**config.mk**
```make
export PLATFORM = sky130hd
export DESIGN_NAME = user_io_responder
export DESIGN_NICKNAME = d
export VERILOG_FILES = /design/src/rtl/user_io_pkg.sv /design/src/rtl/user_io_regfile.sv /design/src/rtl/user_io_responder.sv
export SDC_FILE = /design/constraint.sdc
export NUM_CORES = 1
export LEC_CHECK = 0
export CORE_ASPECT_RATIO = 0.75
export CORE_MARGIN = 2
export CORE_UTILIZATION = 45
export DETAILED_ROUTE_END_ITERATION = 10
export PLACE_DENSITY = 0.76
export SLEW_MARGIN = 20
export SYNTH_ARGS = -nofsm -noshare
export SYNTH_HDL_FRONTEND = slang
export SYNTH_HIERARCHICAL = 1
export SYNTH_SLANG_ARGS = --single-unit
```
**constraint.sdc**
```tcl
create_clock -name UserCLK -period 2.1 [get_ports UserCLK]
set_input_delay 0.21 -clock UserCLK [delete_from_list [all_inputs] [get_ports UserCLK]]
set_output_delay 0.21 -clock UserCLK [all_outputs]
set_load 0.05 [all_outputs]
```
**src/rtl/user_io_pkg.sv**
```systemverilog
// Shared constants, FSM state type and response packing for the user IO responder.
// Lane layout: uout {VALID, WRITE, payload}, uin {ACK, ERR, data}.
package user_io_pkg;

  localparam int VALID_BIT = 15;
  localparam int WRITE_BIT = 14;
  localparam int ACK_BIT   = 15;
  localparam int ERR_BIT   = 14;
  localparam int DATA_W    = 14;
  localparam int ADDR_W    = 4;
  localparam logic [ADDR_W-1:0] ID_ADDR = 4'd15;

  typedef enum logic [2:0] {
    IDLE,
    RD_ACK,
    WR_HACK,
    WR_DATA,
    WR_DACK
  } state_t;

  function automatic logic [15:0] ack_word(
    input logic              err,
    input logic [DATA_W-1:0] data
  );
    logic [15:0] w;
    w          = '0;
    w[ACK_BIT] = 1'b1;
    w[ERR_BIT] = err;
    w[DATA_W-1:0] = data;
    return w;
  endfunction

endpackage

```
**src/rtl/user_io_regfile.sv**
```systemverilog
// NUM_REGS x 14-bit register file: one write port, combinational read mux,
// flattened contents on q.
module user_io_regfile
  import user_io_pkg::*;
#(
  parameter int NUM_REGS = 8
) (
  input  logic                       clk,
  input  logic                       rst,
  input  logic                       we,
  input  logic [ADDR_W-1:0]          waddr,
  input  logic [DATA_W-1:0]          wdata,
  input  logic [ADDR_W-1:0]          raddr,
  output logic [DATA_W-1:0]          rdata,
  output logic [NUM_REGS*DATA_W-1:0] q
);

  logic [DATA_W-1:0] regs [NUM_REGS];

  always_ff @(posedge clk) begin
    if (rst) begin
      for (int i = 0; i < NUM_REGS; i++)
        regs[i] <= '0;
    end else if (we) begin
      for (int i = 0; i < NUM_REGS; i++)
        if (waddr == ADDR_W'(i))
          regs[i] <= wdata;
    end
  end

  // Out-of-range addresses read as zero.
  always_comb begin
    rdata = '0;
    for (int i = 0; i < NUM_REGS; i++)
      if (raddr == ADDR_W'(i))
        rdata = regs[i];
  end

  for (genvar g = 0; g < NUM_REGS; g++) begin : g_q
    assign q[g*DATA_W +: DATA_W] = regs[g];
  end

endmodule

```
**src/rtl/user_io_responder.sv**
```systemverilog
// 4-phase register-access responder on the 16-lane user/fabric IO tile.
// USER_IO_RESPONDER_SYNC_EN adds a 2-flop input stage on uout (ACK latency 3).
module user_io_responder
  import user_io_pkg::*;
#(
  parameter int                NUM_REGS = 8,
  parameter logic [DATA_W-1:0] ID_VALUE = 14'h2A5
) (
  input  logic                       UserCLK,
  input  logic                       rst,
  input  logic [15:0]                uout,
  output logic [15:0]                uin,
  output logic [NUM_REGS*DATA_W-1:0] reg_q,
  output logic                       wr_stb,
  output logic [ADDR_W-1:0]          wr_addr
);

  logic [15:0] u;

`ifdef USER_IO_RESPONDER_SYNC_EN
  logic [15:0] s1_q;
  logic [15:0] s2_q;

  always_ff @(posedge UserCLK) begin
    if (rst) begin
      s1_q <= '0;
      s2_q <= '0;
    end else begin
      s1_q <= uout;
      s2_q <= s1_q;
    end
  end

  assign u = s2_q;
`else
  assign u = uout;
`endif

  state_t              state_q, state_d;
  logic [15:0]         uin_q, uin_d;
  logic [ADDR_W-1:0]   addr_q, addr_d;
  logic                err_q, err_d;
  logic                stb_q;
  logic [ADDR_W-1:0]   waddr_q;

  logic                vld;
  logic                hw;
  logic [ADDR_W-1:0]   ha;
  logic                ok;
  logic                we;
  logic [DATA_W-1:0]   rdata;
  logic [DATA_W-1:0]   rd_val;

  assign vld = u[VALID_BIT];
  assign hw  = u[WRITE_BIT];
  assign ha  = u[ADDR_W-1:0];
  assign ok  = (ha < ADDR_W'(NUM_REGS)) ||
               (ha == ID_ADDR && !hw);

  assign rd_val = !ok             ? '0 :
                  (ha == ID_ADDR) ? ID_VALUE :
                                    rdata;

  user_io_regfile #(
    .NUM_REGS (NUM_REGS)
  ) u_rf (
    .clk   (UserCLK),
    .rst   (rst),
    .we    (we),
    .waddr (addr_q),
    .wdata (u[DATA_W-1:0]),
    .raddr (ha),
    .rdata (rdata),
    .q     (reg_q)
  );

  always_ff @(posedge UserCLK) begin
    if (rst) begin
      state_q <= IDLE;
      uin_q   <= '0;
      addr_q  <= '0;
      err_q   <= 1'b0;
      stb_q   <= 1'b0;
      waddr_q <= '0;
    end else begin
      state_q <= state_d;
      uin_q   <= uin_d;
      addr_q  <= addr_d;
      err_q   <= err_d;
      stb_q   <= we;
      if (we)
        waddr_q <= addr_q;
    end
  end

  always_comb begin
    state_d = state_q;
    uin_d   = uin_q;
    addr_d  = addr_q;
    err_d   = err_q;
    we      = 1'b0;
    unique case (state_q)
      IDLE: begin
        if (vld) begin
          addr_d = ha;
          err_d  = !ok;
          if (hw) begin
            uin_d   = ack_word(!ok, '0);
            state_d = WR_HACK;
          end else begin
            uin_d   = ack_word(!ok, rd_val);
            state_d = RD_ACK;
          end
        end
      end
      RD_ACK: begin
        if (!vld) begin
          uin_d   = '0;
          state_d = IDLE;
        end
      end
      WR_HACK: begin
        if (!vld) begin
          uin_d   = '0;
          state_d = WR_DATA;
        end
      end
      WR_DATA: begin
        // Errored writes still consume the data word.
        if (vld) begin
          we      = !err_q;
          uin_d   = ack_word(err_q, '0);
          state_d = WR_DACK;
        end
      end
      WR_DACK: begin
        if (!vld) begin
          uin_d   = '0;
          state_d = IDLE;
        end
      end
      default: begin
        uin_d   = '0;
        state_d = IDLE;
      end
    endcase
  end

  assign uin     = uin_q;
  assign wr_stb  = stb_q;
  assign wr_addr = waddr_q;

endmodule

```
* After elaboration in Yosys (flattened, before gate mapping)
Memories as Yosys holds them, arrays and structs flattened.
Index checks and enable logic that the tools add are counted.
** Cells by class
- Muxes and demuxes :: 65
- Magnitude comparators :: 1
- Bitwise gates (word level) :: 8
- Eq/ne operators :: 24
- Reduce and logical (&&, ||, !) cells :: 13
** Operators by type and width (number)
- 14-bit two-way mux :: 19
- 16-bit two-way mux :: 3
- 16-bit case mux with 3 select lines :: 1
- 1-bit two-way mux :: 36
- 4-bit by 3-bit == test with 1-bit output (second input constant) :: 8
- 4-bit by 2-bit == test with 1-bit output (second input constant) :: 4
- 3-bit two-way mux :: 4
- 3-bit case mux with 4 select lines :: 1
- 2-bit != test (second input constant) :: 5
- 4-bit by 1-bit == test with 1-bit output (second input constant) :: 2
- 4-bit logical NOT :: 2
- 1-bit OR :: 8
- 3-bit by 2-bit == test with 1-bit output (second input constant) :: 2
- 4-bit == test (second input constant) :: 1
- 4-bit less-than comparator (second input constant) :: 1
- 4-bit AND reduction :: 1
- 3-bit by 1-bit == test with 1-bit output (second input constant) :: 1
- 3-bit == test (second input constant) :: 1
- 1-bit logical NOT :: 3
- 3-bit logical NOT :: 1
- 3-bit AND reduction :: 1
- 3-bit OR reduction :: 1
- 2-bit two-way mux :: 1
- 2-bit AND reduction :: 1
- 3 further kinds :: 3
** Word-level totals
- Memories :: 1
- RAM bits :: 112
- Output and inout port bits :: 133
- Flip-flop bits (word level) :: 29
** Memories
- u_rf.regs :: depth 8, width 14, rd ports 8, clocked after Yosys merged registers in 0, write ports 8, line user_io_regfile.sv:18 : logic [DATA_W-1:0] regs [NUM_REGS];

* Logic depth before layout (Yosys ltp)
Gate-level depths: netlist of the first run.
- Depth after elaboration :: 14
- Gate-level depth with buffers :: 11

* Modules after synthesis
The synthesis of the first run kept the hierarchy.
** By module, submodules not included
- user_io_regfile :: sequential area each 3363.2 um^2, area an instance 5206.2 um^2, cells each 407, instances 1
- user_io_responder :: sequential area each 580.6 um^2, area an instance 1223.7 um^2, cells each 129, instances 1

* Least setup slack after synthesis of the first run
OpenSTA, ideal clock, no wires.
- Path type :: flip-flop to flip-flop
- Start :: register state_q[0]
- End :: memory u_rf.regs[2][0], in the netlist u_rf/regs[0][28], enable pin
- Setup time :: 0.371 ns
- Path slack :: -0.111 ns
- Buffers on the path :: 1
- Cell stages (with the launch flop) :: 7
- Required time :: 1.729 ns
- Data arrival time :: 1.840 ns
- Cells stage by stage :: dfxtp_1 -> buf_2 -> nand2_1 -> nor3_4 -> nor3b_2 -> nand3_1 -> nand2b_1
** RTL lines
- start: declaration :: line user_io_responder.sv:39 : state_t state_q, state_d;
- start signal: assignment :: line user_io_responder.sv:86 : state_q <= state_d;
- end: declaration :: line user_io_regfile.sv:18

==> impl_results.md, run 1 <==
* Status: finished, final reports clean
* Setup CP Type: flop to flop
* FF-to-FF path depth at 6
* Crit. End Element: flop
* Clk_lat worst skew at 0.43 ns
* Worst reg2reg startpoint: state_q[0]
* Crit path time final at roughly 1.9 ns
* Top cell type's share of synthesized area at 0.523
* Clock Power Share at 0.393
* Period utilization at 0.914
* Flops & latches, synth at roughly 140
* Syn Area/Cell at 12.0 um2
* Grt ovf at 0
* Clock Skews at 0.0142 ns
* Total Routed Length at ~19,000 um
* Global-route wire length before repair at around 29,000 um
* Max-cap violations at 0
* HP Class: input pin to flop
* Internal Pwr Total at around 0.0052 W
* CORE AREA at 0.0138 mm2
* VDD IR max at around 0.00058 V
* Ant. Diodes at 0
* GP Congestion at around 0.85
* Slew Viols, Final at 0
* Ys async rst share at 0
* Clk root buf: clkbuf_16
* Area of the multi-input gates at between 0.002 and 0.0025 mm2
* Pwr per Cell Area at between 800 and 900 mW/mm2
* RSZ-0062 raised after global routing: no
* Via count at 5,153
* Setup violators final at 0
* Main synth FF type: edfxtp_1
* CTS tree: done
* Num CTS Buffers at 17
* Cells after synthesis at 536
* Final ANT Viol Nets at 0
* Die height at ~110 um
* # Post-CTS Setup Buffers at 0
* Count leader, synth: nor2_1
* Post-synth EDFFs at ~110
* Yosys warnings at 6
* Row count at 37
* Mapped Area at around 0.0064 mm2
* Crit Path Max Fanout at 6
* Worst R2R Setup Slack at about 0.18 ns
* Overall die width at 142 um
* Post-route DRC violation count at 0
* Worst setup startpoint: state_q[0]
* Required time of the critical path at between 2 and 2.5 ns
* Crit path to: u_rf/regs[0][25]
* Initial core utilization at 0.465
* TritonRoute pass-1 iters at 6
* Least-Margin Pin Slew at approximately 0.56 ns
* Port Buf Inserts at 150
* Post-Syn Nets at about 550
* Share of layout cells above drive strength 1 at 0.156
* Die area at around 0.015 mm2
* Htree depth at 4
* Sw Ratio at 0.286
* Area leader, netlist: edfxtp_1
* Clock sink total at around 140
* FF/Latch Area at roughly 0.004 mm2
* # hold bufs at CTS at 0
* Fmax at ~520 MHz
* Final count of hold timing violations at 0
* Largest net degree at the start of global routing at 46
* P_sw at 0.00209 W
* Vias in the first global route at approximately 5,200
* Synth unique cells at 52
* Flop pwr share at 0.442
* Cts repair resizes at 0
* Clock-pin transition on the worst setup and hold timing paths at ~0.060 ns
* Slew Limit Headroom at 0.624
* Top post-synthesis cells by area: edfxtp_1 52%, dfxtp_1 9.0%, nor2_1 7.1%
* RR Endpoint: u_rf/regs[0][25]
* Crit path DAT at 2.04 ns
* Wire per inst at between 20 and 25 um
* Fill cell count at between 1,000 and 1,500
* LEAKAGE at between 3 and 4 nW
* Hpwl dp at 13,600 um
* # IOs at 151
* Combinational power share at 0.165
* Commonest cells in the netlist: 121 x nor2_1, 112 x edfxtp_1, 29 x dfxtp_1, 29 x inv_1, 29 x nand2b_1
* GRT Total Usage at 0.258
* CTS max path bufs at 2
* Initial antenna violation count at 0
* Iteration-0 DRC Markers at approximately 500
* Setup TNS at 0 ns
* Post-layout net count at around 730
* Sequential fraction of the synthesis area at 0.613
* Nature of the critical path startpoint: flop
* Area grow syn2layout at 38.6%
* Via-to-Cell Ratio at roughly 5.7
* Final Total Pwr at 0.00730 W
registers in the layout, summed over array words and instances (netlist names):
signal / count
addr_q: 4
err_q: 1
state_q: 3
u_rf/regs: 112
uin: 16
wr_addr: 4
wr_stb: 1
worst min-delay path by stage:
stage / startpoint / endpoint / slack [ns] / cells after the start
2_1_floorplan: rst / state_q[1] / 0.30 / 1
3_3_place_gp: uin[6] / uin[6] / 0.46 / 2
3_5_place_dp: uin[6] / uin[6] / 0.46 / 2
4_1_cts: uout[1] / addr_q[1] / 0.36 / 4
5_1_grt: uout[1] / addr_q[1] / 0.38 / 4
6_report: uout[1] / addr_q[1] / 0.38 / 4
per-layer routing:
layer  vias up  part of all wire  GRT usage
met4         0             0.025     0.0971
met1      2503              0.39      0.339
met3        42              0.12     0.0756
met5         -                 0          0
met2       329              0.47      0.406
li1       2279                 -          -
placed cells by master (no fill, tap or decap), types with 2 or more instances in the layout:
cell	n
inv_1	29
clkbuf_16	17
a22oi_1	5
clkdlybuf4s50_1	148
buf_12	7
nor4_1	2
nor3_1	9
clkinvlp_4	3
nand3_1	4
inv_6	5
nand2b_2	4
mux2i_1	6
nor2_4	2
a31oi_1	6
a211o_1	6
nand2_1	27
buf_4	36
buf_2	2
nor2_1	121
a31o_2	2
nand2b_1	25
a21oi_1	24
clkinv_4	4
a21oi_2	6
mux4_1	7
o22ai_1	6
mux2_2	6
mux4_2	8
a22o_1	8
o21ai_0	11
nand4b_1	7
dfxtp_1	29
nor2b_1	6
inv_2	2
and3b_1	2
edfxtp_1	112
power by group through the flow:
stage          clock [W]  sequential [W]  combinational [W]
2_1_floorplan          0         0.00365           0.000382
3_3_place_gp           0         0.00328            0.00117
3_5_place_dp           0         0.00328            0.00119
4_1_cts          0.00289         0.00323            0.00120
5_1_grt          0.00301         0.00324            0.00126
6_report         0.00287         0.00323            0.00120
final cells by class:
class                           count  area share
Multi-Input combinational cell    329       0.243
Inverter                           31      0.0131
Timing Repair Buffer              193       0.213
Clock inverter                     14      0.0152
Clock buffer                       18      0.0482
Sequential cell                   141       0.443
Tap cell                          175      0.0246
worst max-delay path, stage by stage (launching register included):
cell and delay [ns]:
dfxtp_1 0.41, nand2_1 0.16, nor3_4 0.22, nor3b_2 0.35, nand2_1 0.16, nand2b_2 0.14
buf_4 0.18
cell families after synthesis:
group | after synthesis | synth area share
buffers and inverters | 66 | 0.0516
flip-flops | 141 | 0.613
AO/OA/AOI/OAI | 82 | 0.0905
adder cells (fa/ha/maj) | 1 | 0.00156
multiplexers | 27 | 0.0765
AND/OR/NAND/NOR | 217 | 0.161
XOR/XNOR | 2 | 0.00525
through the flow:
step | std cells | instance area [um2] | hold WS (ns) | util | worst slack [ns]
6_report | 901 | 8910 | 0.376 | 0.644 | 0.181
5_1_grt | 901 | 8910 | 0.384 | 0.644 | 0.112
4_1_cts | 901 | 8910 | 0.361 | 0.644 | 0.215
3_5_place_dp | 869 | 8350 | 0.459 | 0.603 | 0.0369
3_3_place_gp | 869 | 8350 | 0.462 | 0.603 | 0.0711
2_1_floorplan | 536 | 6440 | 0.302 | - | 0.00524
No activity file was read; power rests on OpenSTA's default activity.
==> run 2: changes to the inputs <==
Settings changed: CAP_MARGIN set to 15, CTS_CLUSTER_SIZE set to 25.
==> results of run 2 <==
Same layout as run 1: the final DEF is identical, and so are final timing and power.
==> run 3: changes to the inputs <==
Settings changed: REMOVE_ABC_BUFFERS set to 1.
==> run 3 against run 2 <==
Final cell count increased by 0.78%. Flip-flop and latch count unchanged. Critical path type is now flop to primary output. Via count increased by 2.8%. Worst setup slack about the same. Fmax about the same. Critical path depth decreased by 5. Count of clock-buffer cells in the layout increased by 5. Register-to-register slack improved by 0.06 ns. Routed wire length increased by 2.1%. Sequential power about the same.
==> impl_results.md, run 3 (synthesis gave the netlist of run 1 again) <==
* Post-Place Cells at a little under 900
* Highest-delay cell along the critical path: clkdlybuf4s50_1
* Most common cell after layout, fill and taps aside: clkdlybuf4s50_1
* # IOs at ~150
* Area grow syn2layout at 39.4%
* Sw Ratio at 0.275
* Post-Layout Cell Count at 908
* Die area at approximately 0.015 mm2
* Hpwl dp at around 14,000 um
* VDD IR max at 0.000631 V
* Max-cap violations at 0
* Status: finished, final reports clean
* Least-Margin Pin Slew at approximately 0.7 ns
* FF-to-FF path depth at 5
* RSZ-0062 raised after global routing: no
* Pwr per Cell Area at a little over 800 mW/mm2
* Crit path DAT at between 1.5 and 2 ns
* LEAKAGE at around 3.4 nW
* CP bufs+invs at 1
* Total Routed Length at ~20,000 um
* Slew Limit Headroom at 0.527
* Crit. End Element: primary output
* Flop pwr share at 0.440
* Clock sink total at roughly 140
* Grt ovf at 0
* Share of layout cells above drive strength 1 at 0.160
* Initial core utilization at 0.465
* CP cell instances: clkdlybuf4s50_1
* Vias in the first global route at around 5,200
* Wire per inst at 21.7 um
* Setup CP Type: flop to primary output
* GP Congestion at about 0.85
* Nature of the critical path startpoint: flop
* Post-route DRC violation count at 0
* Clock Skews at just under 0.01 ns
* Hold path startpoint: rst
* Fill cell count at approximately 990
* CTS tree: done
* Clk_lat worst skew at around 0.42 ns
* CORE AREA at 0.0138 mm2
* Smallest hold slack at about 0.34 ns
* Num CTS Buffers at 17
* # Post-CTS Setup Buffers at 0
* Largest net degree at the start of global routing at 34
* Iteration-0 DRC Markers at roughly 660
* Via count at between 5,000 and 6,000
* Clock-pin transition on the worst setup and hold timing paths at 0.06 ns
* Overall die width at 142 um
* RR Endpoint: uin[13]
* Dpl ws at around 0.016 ns
* Die height at between 100 and 150 um
* Combinational power share at 0.165
* Worst Hold Path EP: uin[15]
* Worst R2R Setup Slack at between 0.2 and 0.25 ns
* Row count at 37
* Clock Power Share at 0.395
* Min setup slack post-route at between 0.15 and 0.2 ns
* Final count of hold timing violations at 0
* Global-route wire length before repair at roughly 29,000 um
* Most frequent cells in the layout: 147 x clkdlybuf4s50_1, 121 x nor2_1, 112 x edfxtp_1, 43 x buf_4
* Crit path time final at between 1.5 and 2 ns
* Cts repair resizes at 0
* Worst path max stage delay at roughly 0.84 ns
* CP top delay family: buffers and inverters
* Largest reg by FF count: u_rf/regs
* Required time of the critical path at between 1.5 and 2 ns
* GRT Total Usage at 0.265
* Htree depth at 4
* Post-layout net count at approximately 740
* Largest register FFs at roughly 110
* HP Class: input pin to flop
* P_sw at between 0.002 and 0.0025 W
* Port Buf Inserts at 150
* TritonRoute pass-1 iters at 5
* Setup violators final at 0
* Fmax at 521 MHz
* CTS max path bufs at 2
* Crit Path Max Fanout at 2
* Slew Viols, Final at 0
* Initial antenna violation count at 0
* Worst reg2reg startpoint: state_q[0]
* Period utilization at 0.914
* Internal Pwr Total at 0.00533 W
* Final ANT Viol Nets at 0
* Via-to-Cell Ratio at between 5 and 6
* Hold depth at 2
* Clk root buf: clkbuf_16
* Ant. Diodes at 0
* # hold bufs at CTS at 0
[run 3: through the flow]
stage / TNS [ns] / util / instance area (um2) / total power (W)
floorplan: -21.24 / - / 6210 / 0.00395
global placement: 0 / 0.606 / 8390 / 0.00446
detailed placement: 0 / 0.606 / 8390 / 0.00448
CTS: 0 / 0.648 / 8960 / 0.00736
global route: 0 / 0.648 / 8960 / 0.00755
finish: 0 / 0.648 / 8960 / 0.00734
[run 3: worst max path at each step]
stage / depth (start not counted) / endpoint / from / slack [ns]
6_report: 1 / reg_q[42] / u_rf/regs[0][42] / 0.18
5_1_grt: 1 / reg_q[42] / u_rf/regs[0][42] / 0.14
4_1_cts: 1 / reg_q[42] / u_rf/regs[0][42] / 0.19
3_5_place_dp: 7 / u_rf/regs[0][10] / uout[15] / 0.02
3_3_place_gp: 7 / u_rf/regs[0][53] / uout[15] / 0.06
2_1_floorplan: 5 / u_rf/regs[0][28] / state_q[0] / -0.35
[run 3: cell type report]
cell class              instances  area [um2]  share of cell area
repair buffers                200        1950               0.217
clock buffers                  23         489              0.0546
inverters                      31         116              0.0130
multi-input cells             329        2160               0.241
flip-flops and latches        141        3940               0.440
well taps                     175         219              0.0244
clock inverters                 9        85.1             0.00949
[run 3: per-layer routing]
| layer | up-vias | track usage | part of all wire |
|---|---|---|---|
| li1 | 2293 | - | - |
| met1 | 2563 | 0.361 | 0.39 |
| met2 | 394 | 0.402 | 0.46 |
| met3 | 47 | 0.0747 | 0.13 |
| met4 | 0 | 0.111 | 0.028 |
| met5 | - | 0 | 0 |
[run 3: power groups by stage]
stage	combinational (W)	clock, W	sequential (W)
detailed placement	0.00120	0	0.00328
global placement	0.00118	0	0.00328
finish	0.00121	0.00290	0.00323
global route	0.00127	0.00304	0.00324
floorplan	0.000301	0	0.00365
CTS	0.00121	0.00293	0.00323
